`src/rtl/fpu_in_mq.sv`:
```
// FPU request input queue: packs two-beat crossbar requests into entries and dispatches them in order to NPIPE pipes.
// Registered active-low per-pipe clock enables are derived from per-pipe occupancy. Protocol and overflow errors are sticky.
module fpu_in_mq #(
  parameter int DEPTH = 16,
  parameter int NPIPE = 3,
  parameter int DW    = 64,
  parameter int OPW   = 8,
  parameter int IDW   = 5
) (
  input  logic                   rclk,
  input  logic                   grst,
  input  logic                   in_vld,
  input  logic                   in_beat_b,
  input  logic                   in_two_src,
  input  logic [NPIPE-1:0]       in_pipe_sel,
  input  logic [IDW-1:0]         in_id,
  input  logic [OPW-1:0]         in_op,
  input  logic [DW-1:0]          in_data,
  output logic                   in_rdy,
  input  logic [NPIPE-1:0]       pipe_step,
  input  logic [NPIPE-1:0]       pipe_active,
  output logic                   out_req,
  output logic [NPIPE-1:0]       out_pipe,
  output logic [IDW-1:0]         out_id,
  output logic [OPW-1:0]         out_op,
  output logic [DW-1:0]          out_src1,
  output logic [DW-1:0]          out_src2,
  output logic [NPIPE-1:0]       clken_l,
  output logic [$clog2(DEPTH):0] cnt,
  output logic                   proto_err,
  output logic                   ovf_err
);

  localparam int PW = $clog2(DEPTH);
  localparam int CW = PW + 1;

  typedef enum logic {IDLE = 1'b0, WAIT_B = 1'b1} state_t;

  state_t state_q, state_d;

  logic [NPIPE-1:0] hold_pipe_q, hold_pipe_d;
  logic [IDW-1:0]   hold_id_q, hold_id_d;
  logic [OPW-1:0]   hold_op_q, hold_op_d;
  logic [DW-1:0]    hold_src1_q, hold_src1_d;

  logic [NPIPE-1:0] mem_pipe [DEPTH];
  logic [IDW-1:0]   mem_id   [DEPTH];
  logic [OPW-1:0]   mem_op   [DEPTH];
  logic [DW-1:0]    mem_src1 [DEPTH];
  logic [DW-1:0]    mem_src2 [DEPTH];

  logic [PW-1:0]    wr_ptr_q, wr_ptr_d;
  logic [PW-1:0]    rd_ptr_q, rd_ptr_d;
  logic [CW-1:0]    cnt_q, cnt_d;
  logic [CW-1:0]    pcnt_q [NPIPE];
  logic [CW-1:0]    pcnt_d [NPIPE];
  logic [NPIPE-1:0] pcnt_nz;
  logic [NPIPE-1:0] clken_l_q, clken_l_d;
  logic             proto_q, proto_d;
  logic             ovf_q, ovf_d;

  logic             is_a, is_b, pop, sel_onehot;
  logic             wr_en, hold_ld, proto_set, ovf_set;
  logic [NPIPE-1:0] wr_pipe;
  logic [IDW-1:0]   wr_id;
  logic [OPW-1:0]   wr_op;
  logic [DW-1:0]    wr_src1, wr_src2;

  assign is_a       = in_vld & ~in_beat_b;
  assign is_b       = in_vld & in_beat_b;
  assign in_rdy     = (cnt_q != CW'(DEPTH));
  assign out_req    = (cnt_q != '0);
  assign sel_onehot = (in_pipe_sel != '0) && ((in_pipe_sel & (in_pipe_sel - 1'b1)) == '0);

  assign out_pipe = mem_pipe[rd_ptr_q];
  assign out_id   = mem_id[rd_ptr_q];
  assign out_op   = mem_op[rd_ptr_q];
  assign out_src1 = mem_src1[rd_ptr_q];
  assign out_src2 = mem_src2[rd_ptr_q];
  assign pop      = out_req & |(pipe_step & out_pipe);

  // Assembly FSM: state register
  always_ff @(posedge rclk) begin
    if (grst) state_q <= IDLE;
    else      state_q <= state_d;
  end

  // Assembly FSM: next state
  always_comb begin
    state_d = state_q;
    unique case (state_q)
      IDLE: begin
        if (is_a && in_rdy) state_d = in_two_src ? WAIT_B : IDLE;
      end
      WAIT_B: begin
        if (is_a && in_rdy) state_d = in_two_src ? WAIT_B : IDLE;
        else if (is_b)      state_d = IDLE;
      end
      default: state_d = IDLE;
    endcase
  end

  // Assembly FSM: outputs. Violations are flagged even when the beat is also dropped for lack of space.
  always_comb begin
    wr_en     = 1'b0;
    hold_ld   = 1'b0;
    proto_set = 1'b0;
    ovf_set   = 1'b0;
    wr_pipe   = in_pipe_sel;
    wr_id     = in_id;
    wr_op     = in_op;
    wr_src1   = in_data;
    wr_src2   = '0;
    unique case (state_q)
      IDLE: begin
        if (is_a) begin
          if (!in_rdy) begin
            ovf_set = 1'b1;
          end else begin
            proto_set = ~sel_onehot;
            hold_ld   = in_two_src;
            wr_en     = ~in_two_src;
          end
        end else if (is_b) begin
          proto_set = 1'b1;
          ovf_set   = ~in_rdy;
        end
      end
      WAIT_B: begin
        if (is_a) begin
          proto_set = 1'b1;
          if (!in_rdy) begin
            ovf_set = 1'b1;
          end else begin
            hold_ld = in_two_src;
            wr_en   = ~in_two_src;
          end
        end else if (is_b) begin
          if (in_rdy || pop) begin
            wr_en   = 1'b1;
            wr_pipe = hold_pipe_q;
            wr_id   = hold_id_q;
            wr_op   = hold_op_q;
            wr_src1 = hold_src1_q;
            wr_src2 = in_data;
          end else begin
            ovf_set = 1'b1;
          end
        end
      end
      default: ;
    endcase
  end

  always_comb begin
    hold_pipe_d = hold_ld ? in_pipe_sel : hold_pipe_q;
    hold_id_d   = hold_ld ? in_id       : hold_id_q;
    hold_op_d   = hold_ld ? in_op       : hold_op_q;
    hold_src1_d = hold_ld ? in_data     : hold_src1_q;
    wr_ptr_d    = wr_en ? wr_ptr_q + 1'b1 : wr_ptr_q;
    rd_ptr_d    = pop   ? rd_ptr_q + 1'b1 : rd_ptr_q;
    cnt_d       = cnt_q + CW'(wr_en) - CW'(pop);
    proto_d     = proto_q | proto_set;
    ovf_d       = ovf_q | ovf_set;
    for (int i = 0; i < NPIPE; i++) begin
      pcnt_d[i]  = pcnt_q[i] + CW'(wr_en & wr_pipe[i]) - CW'(pop & out_pipe[i]);
      pcnt_nz[i] = (pcnt_q[i] != '0);
    end
    // The incoming A beat wakes its pipe a cycle before the entry is counted.
    clken_l_d = ~(pipe_active | pcnt_nz | ({NPIPE{is_a}} & in_pipe_sel));
  end

  always_ff @(posedge rclk) begin
    if (grst) begin
      hold_pipe_q <= '0;
      hold_id_q   <= '0;
      hold_op_q   <= '0;
      hold_src1_q <= '0;
      wr_ptr_q    <= '0;
      rd_ptr_q    <= '0;
      cnt_q       <= '0;
      clken_l_q   <= '0;
      proto_q     <= 1'b0;
      ovf_q       <= 1'b0;
      for (int i = 0; i < NPIPE; i++) pcnt_q[i] <= '0;
    end else begin
      hold_pipe_q <= hold_pipe_d;
      hold_id_q   <= hold_id_d;
      hold_op_q   <= hold_op_d;
      hold_src1_q <= hold_src1_d;
      wr_ptr_q    <= wr_ptr_d;
      rd_ptr_q    <= rd_ptr_d;
      cnt_q       <= cnt_d;
      clken_l_q   <= clken_l_d;
      proto_q     <= proto_d;
      ovf_q       <= ovf_d;
      for (int i = 0; i < NPIPE; i++) pcnt_q[i] <= pcnt_d[i];
    end
  end

  // Entry storage carries no reset; occupancy qualifies every read.
  always_ff @(posedge rclk) begin
    if (wr_en) begin
      mem_pipe[wr_ptr_q] <= wr_pipe;
      mem_id[wr_ptr_q]   <= wr_id;
      mem_op[wr_ptr_q]   <= wr_op;
      mem_src1[wr_ptr_q] <= wr_src1;
      mem_src2[wr_ptr_q] <= wr_src2;
    end
  end

  assign cnt       = cnt_q;
  assign clken_l   = clken_l_q;
  assign proto_err = proto_q;
  assign ovf_err   = ovf_q;

endmodule

```
`config.mk`:
```
export PLATFORM = sky130hd
export DESIGN_NAME = fpu_in_mq
export DESIGN_NICKNAME = d
export VERILOG_FILES = /design/src/rtl/fpu_in_mq.sv
export SDC_FILE = /design/constraint.sdc
export NUM_CORES = 2
export LEC_CHECK = 0
export ABC_AREA = 1
export CAP_MARGIN = 20
export CORE_ASPECT_RATIO = 2
export CORE_MARGIN = 2
export CORE_UTILIZATION = 55
export DETAILED_ROUTE_END_ITERATION = 10
export GPL_TIMING_DRIVEN = 0
export PLACE_DENSITY_LB_ADDON = 0.08
export SYNTH_ARGS = -nofsm -noshare
export SYNTH_HDL_FRONTEND = slang
export SYNTH_SLANG_ARGS = --single-unit
export TNS_END_PERCENT = 1
```
`constraint.sdc`:
```
create_clock -name rclk -period 14.3 [get_ports rclk]
set_clock_uncertainty 0.2 [all_clocks]
set_input_delay 4.29 -clock rclk [delete_from_list [all_inputs] [get_ports rclk]]
set_output_delay 4.29 -clock rclk [all_outputs]
set_load 0.02 [all_outputs]
```
* Word level (Yosys, flattened, before mapping) *
Memory sizes are Yosys's and may differ from the RTL's. A register that Yosys moved wholly into a read port is not among the register bits.
Cells that the tools add are included.

cells by class
  add/subtract/negate cells = 11
  reductions and logical operators = 10
  equal/unequal tests = 1
  multiplexer cells = 63
  bitwise gates (word level) = 25

operators by type and width
  operator             count
  $mux 64              8
  $mux 4               10
  $mux 5               7
  $mux 8               4
  $mux 1               26
  $add 5x1->5          4
  $reduce_bool 5->1    4
  $sub 5x1->5          4
  $mux 3               4
  $and 1x1->1          9
  $and 3x3->3          3
  $add 4x1->4 const B  2
  $pmux 1 s2           4
  $or 3x3->3           2
  $ne 5x5->1 const B   1
  $not 1->1            5
  $or 1x1->1           5
  $logic_not 3->1      1
  $not 3->3            1
  $reduce_bool 3->1    1
  $reduce_or 3->1      1
  $sub 3x1->3 const B  1
  $logic_and 1x1->1    2
  $logic_or 1x1->1     1

storage, ports and cells
  input port bits = 91
  word-level logic and storage cells = 127
  memories = 6
  RAM bits = 2319
  output and inout port bits = 156
  register bits after elaboration = 99

memories
  name      words  width  rd ports  clocked after memory_dff  write ports  line  source
  mem_src1  16     64     1         1                         1            49    logic [DW-1:0] mem_src1 [DEPTH];
  mem_src2  16     64     1         1                         1            50    logic [DW-1:0] mem_src2 [DEPTH];
  mem_op    16     8      1         1                         1            48    logic [OPW-1:0] mem_op [DEPTH];
  mem_id    16     5      1         1                         1            47    logic [IDW-1:0] mem_id [DEPTH];
  mem_pipe  16     3      1         1                         1            46    logic [NPIPE-1:0] mem_pipe [DEPTH];
  pcnt_q    3      5      3         0                         3            55    logic [CW-1:0] pcnt_q [NPIPE];

* Depth between registers and ports, before layout *
  depth in word-level cells = 12
  gate-level depth with buffers = 23
  depth with buffers taken out = 21

* Worst setup path after synthesis *
OpenSTA, ideal clock, no wires.

  path kind = input-to-reg
  start = input port in_vld
  end = memory mem_id[0][0], enable pin
  setup time = 0.649 ns
  setup slack = 2.345 ns
  stages = 8
  arrival time = 11.106 ns
  path buffers = 0
  data required time = 13.451 ns
  cell sequence = inv_1 > nor2_1 > nand2_1 > nor2_1 > inv_1 > nand2_1 > nand2_1 > nor2_1

between the ends
  longest elaborated chain between the ends = 6
  elaborated cells on any way between the ends = 8
  those cells by class = 6 x mux; 2 x bitwise

ends and longest elaborated chain
  item                            line  source
  from (decl)                     12    input logic in_vld,
  $and 1x1->1                     70    assign is_b = in_vld & in_beat_b;
  $mux 1                          138   end else if (is_b) begin
  $mux 1                          130   if (is_a) begin
  $pmux 1 s2 *                    114   unique case (state_q)
  $mux 1 *                        203   if (wr_en) begin
  $mux 1 (implied by the code) *  205   mem_id[wr_ptr_q] <= wr_id;
  to (decl)                       47

Every way passes the cells marked *; elsewhere a longest branch is shown, timed or not.

==> flow_summary.yaml <==
pwr:
  leakagePower_nw: 37.8
  peakVddDrop_v: 0.000148
  powerDensity_nw_per_um2: 186
detailed_routing:
  route.vias.total: 69300
  vias_per_cell: 6.71
  drt-total-wl_um: 362000
  ant_nets: 0
  wl_per_cell_um: 35.1
  dr.pass1.iters: 6
  drc: 0
  drtIter0Drc: 9856
setup_path:
  critPathRequiredTime_ps: 9810
  start_kind: "flop"
  arrival_ps: 5650
  path_class: "reg -> out"
  crit_fanout: 10
  end_kind: "primary output"
  r2r_slack_ps: 9310
final_layout:
  fin_nets: 8003
  final_cells: 10300
  stdcell_area_sq_um: 111000
  drive_gt1_frac: 0.0916
  syn_to_final_growth_pct: 17.0
cts:
  cts_root_buf: "clkbuf_16"
  cts_buffer_depth: 4
  cts_sinks: 2422
  cts_setup_buffers: 0
  cts.reportedPaths.clkPinSlew_ps: 70
  cts-hold-fix-buffers: 0
  cts_buffers: 205
  cts-resized-gates: 0
  htree_levels: 4
  clkLatencyLatePin_ps: 880
  tritoncts: "built"
timing:
  fmax_mhz: 98.6
  relSlewSlack: 0.169
  layout_setup_ws_ps: 4160
  setup_viol: 0
  tns_ps: 0
  post-route-min-period_ps: 10140
  whs_ps: 254
  worst_slew_pin_slew_ps: 1250
  rsz0062_at_grt: "false"
  fin_crit_sh: 0.709
  hold_viol: 0
  drv_slew: 0
synth:
  synth_nets: 7305
  ys_seq_area_frac: 0.755
  ys_ff_latch: 2422
  synthCells: 7181
  synth.distinct_cells: 35
  yosys-top-cells-area: "edfxtp_1 (73%), o21ai_0 (7.5%), nor2_1 (5.4%)"
  synth_top_area_share: 0.731
  synth_warnings: 0
  synth_area_sq_um: 94700
  syn_avg_cell_area_sq_um: 13.2
  yosysTopAreaCell: "edfxtp_1"
place:
  dp_slack_ps: 5160
  gp_congestion: 0.978
  placedCellCount: 9938
  place_area_sq_um: 104000
  portBuffers: 245
  dp_hpwl_um: 256000
floorplan:
  core_area_sq_um: 171000
  dieArea_sq_um: 176000
  chipHeight_um: 591
  ioPinCount: 247
  start_util: 0.553
  rows: 215
  die_w_um: 297
grt:
  grt_max_degree: 29
  overflow: 0
  gr-usage-all-layers: 0.405
  grt_pass1_wl_um: 495000
  grt_pass1_vias: 66600
  antenna_found_initial: 34
flow_run:
  cap_violations: 0
outcome:
  status: "complete, no violations"
hold_path:
  hold_path_class: "reg -> reg"
## worst max-delay path, stage by stage, from the launching register on
cell             delay (ps)
dfxtp_1                 300
buf_2                   270
clkinv_1                330
buf_2                   620
buf_2                   620
clkbuf_1                750
o21ai_0                 450
o21ai_0                 660
clkdlybuf4s50_1         740
## registers in the layout, summed over array words and instances, names as in the netlist, 3 cells and up, named ones only
| register | cells |
|---|---|
| mem_src2 | 1024 |
| mem_pipe | 48 |
| hold_op_q | 8 |
| rd_ptr_q | 4 |
| mem_id | 80 |
| hold_pipe_q | 3 |
| hold_id_q | 5 |
| pcnt_q | 15 |
| mem_src1 | 1024 |
| mem_op | 128 |
| clken_l | 3 |
| cnt | 5 |
| wr_ptr_q | 4 |
| hold_src1_q | 64 |
## path summary, 6_finish.rpt
check / from / to / depth (start not counted)
hold / removal: hold_src1_q[33] / hold_src1_q[33] / 2
setup reg to reg: flop / mem_src2[8][16] / 11
hold reg to reg: hold_src1_q[33] / hold_src1_q[33] / 2
setup / recovery: flop / out_src1[19] / 8
## cell usage in the layout (no fill, tap or decap), types with 27 or more instances in the layout
cell	n
edfxtp_1	2304
o21ai_0	1339
nor2_1	1318
clkbuf_1	429
o22ai_1	354
o221ai_1	256
clkdlybuf4s50_1	245
nand2_1	238
inv_1	210
clkbuf_16	208
buf_2	120
dfxtp_1	118
nand3_1	112
a21oi_1	105
buf_12	97
o21ai_1	77
o211ai_1	71
buf_4	66
buf_8	47
clkinv_2	34
ha_1	29
clkinv_1	27
## where the power goes
group / internal (mW) / switching [mW]
logic: 1.99 / 5.15
registers: 7.85 / 0.0382
clock network: 3.05 / 2.55
## cells by family (layout without fill, tap and decap cells)
logic type	Yosys count	after routing	share of synthesized area
AO/OA/AOI/OAI	2251	2251	0.136
XOR/XNOR	8	8	0.000740
adder cells (fa/ha/maj)	33	33	0.00468
buffers and inverters	745	1597	0.0322
flip-flops	2422	2422	0.755
multiplexers	5	5	0.000528
other	0	21	0
AND/OR/NAND/NOR	1717	1717	0.0700
## synth_stat cells
master     instances
nand3_2            1
nand4_1            5
a21oi_1          105
nand3_1          112
buf_2            119
clkinv_1           2
o21ai_0         1413
nand2_2            4
buf_4             14
xor2_1             7
inv_4              1
nor3_1             4
o21ai_1           28
dfxtp_1          118
nand2_1          238
buf_6              6
mux2i_1            5
inv_1            210
a211oi_1           1
nor2_1          1352
buf_1             15
o22ai_1          354
fa_1               4
a2111oi_0          3
o221ai_1         256
o31ai_1            3
o32ai_1           14
ha_1              29
a31oi_1            3
nand4_2            1
clkbuf_1         376
inv_2              2
edfxtp_1        2304
xnor2_1            1
o211ai_1          71
## stage by stage
step,utilization,power [mW]
5_1_grt,0.646,21.1
6_report,0.646,20.6
3_5_place_dp,0.608,14.9
2_1_floorplan,-,11.6
4_1_cts,0.645,20.4
3_3_place_gp,0.584,14.8
## layer usage
layer	track usage	share of wire	vias to the layer above
met5	0	0.00045	-
met4	0.347	0.11	24
met3	0.0799	0.11	1456
met2	0.670	0.48	5397
met1	0.452	0.31	34300
li1	-	-	28200
## cell type report
| cell class | instances | area (sq um) |
|---|---|---|
| Sequential cell | 2422 | 71500 |
| Fill cell | 12800 | 60600 |
| Multi-Input combinational cell | 4014 | 20400 |
| Timing Repair Buffer | 491 | 6480 |
| Clock buffer | 267 | 5430 |
| Tap cell | 2278 | 2850 |
| Buffer | 530 | 2240 |
| Clock inverter | 94 | 1000 |
| Inverter | 215 | 810 |
| Antenna cell | 21 | 52.6 |
No activity file was read; power rests on OpenSTA's default activity.
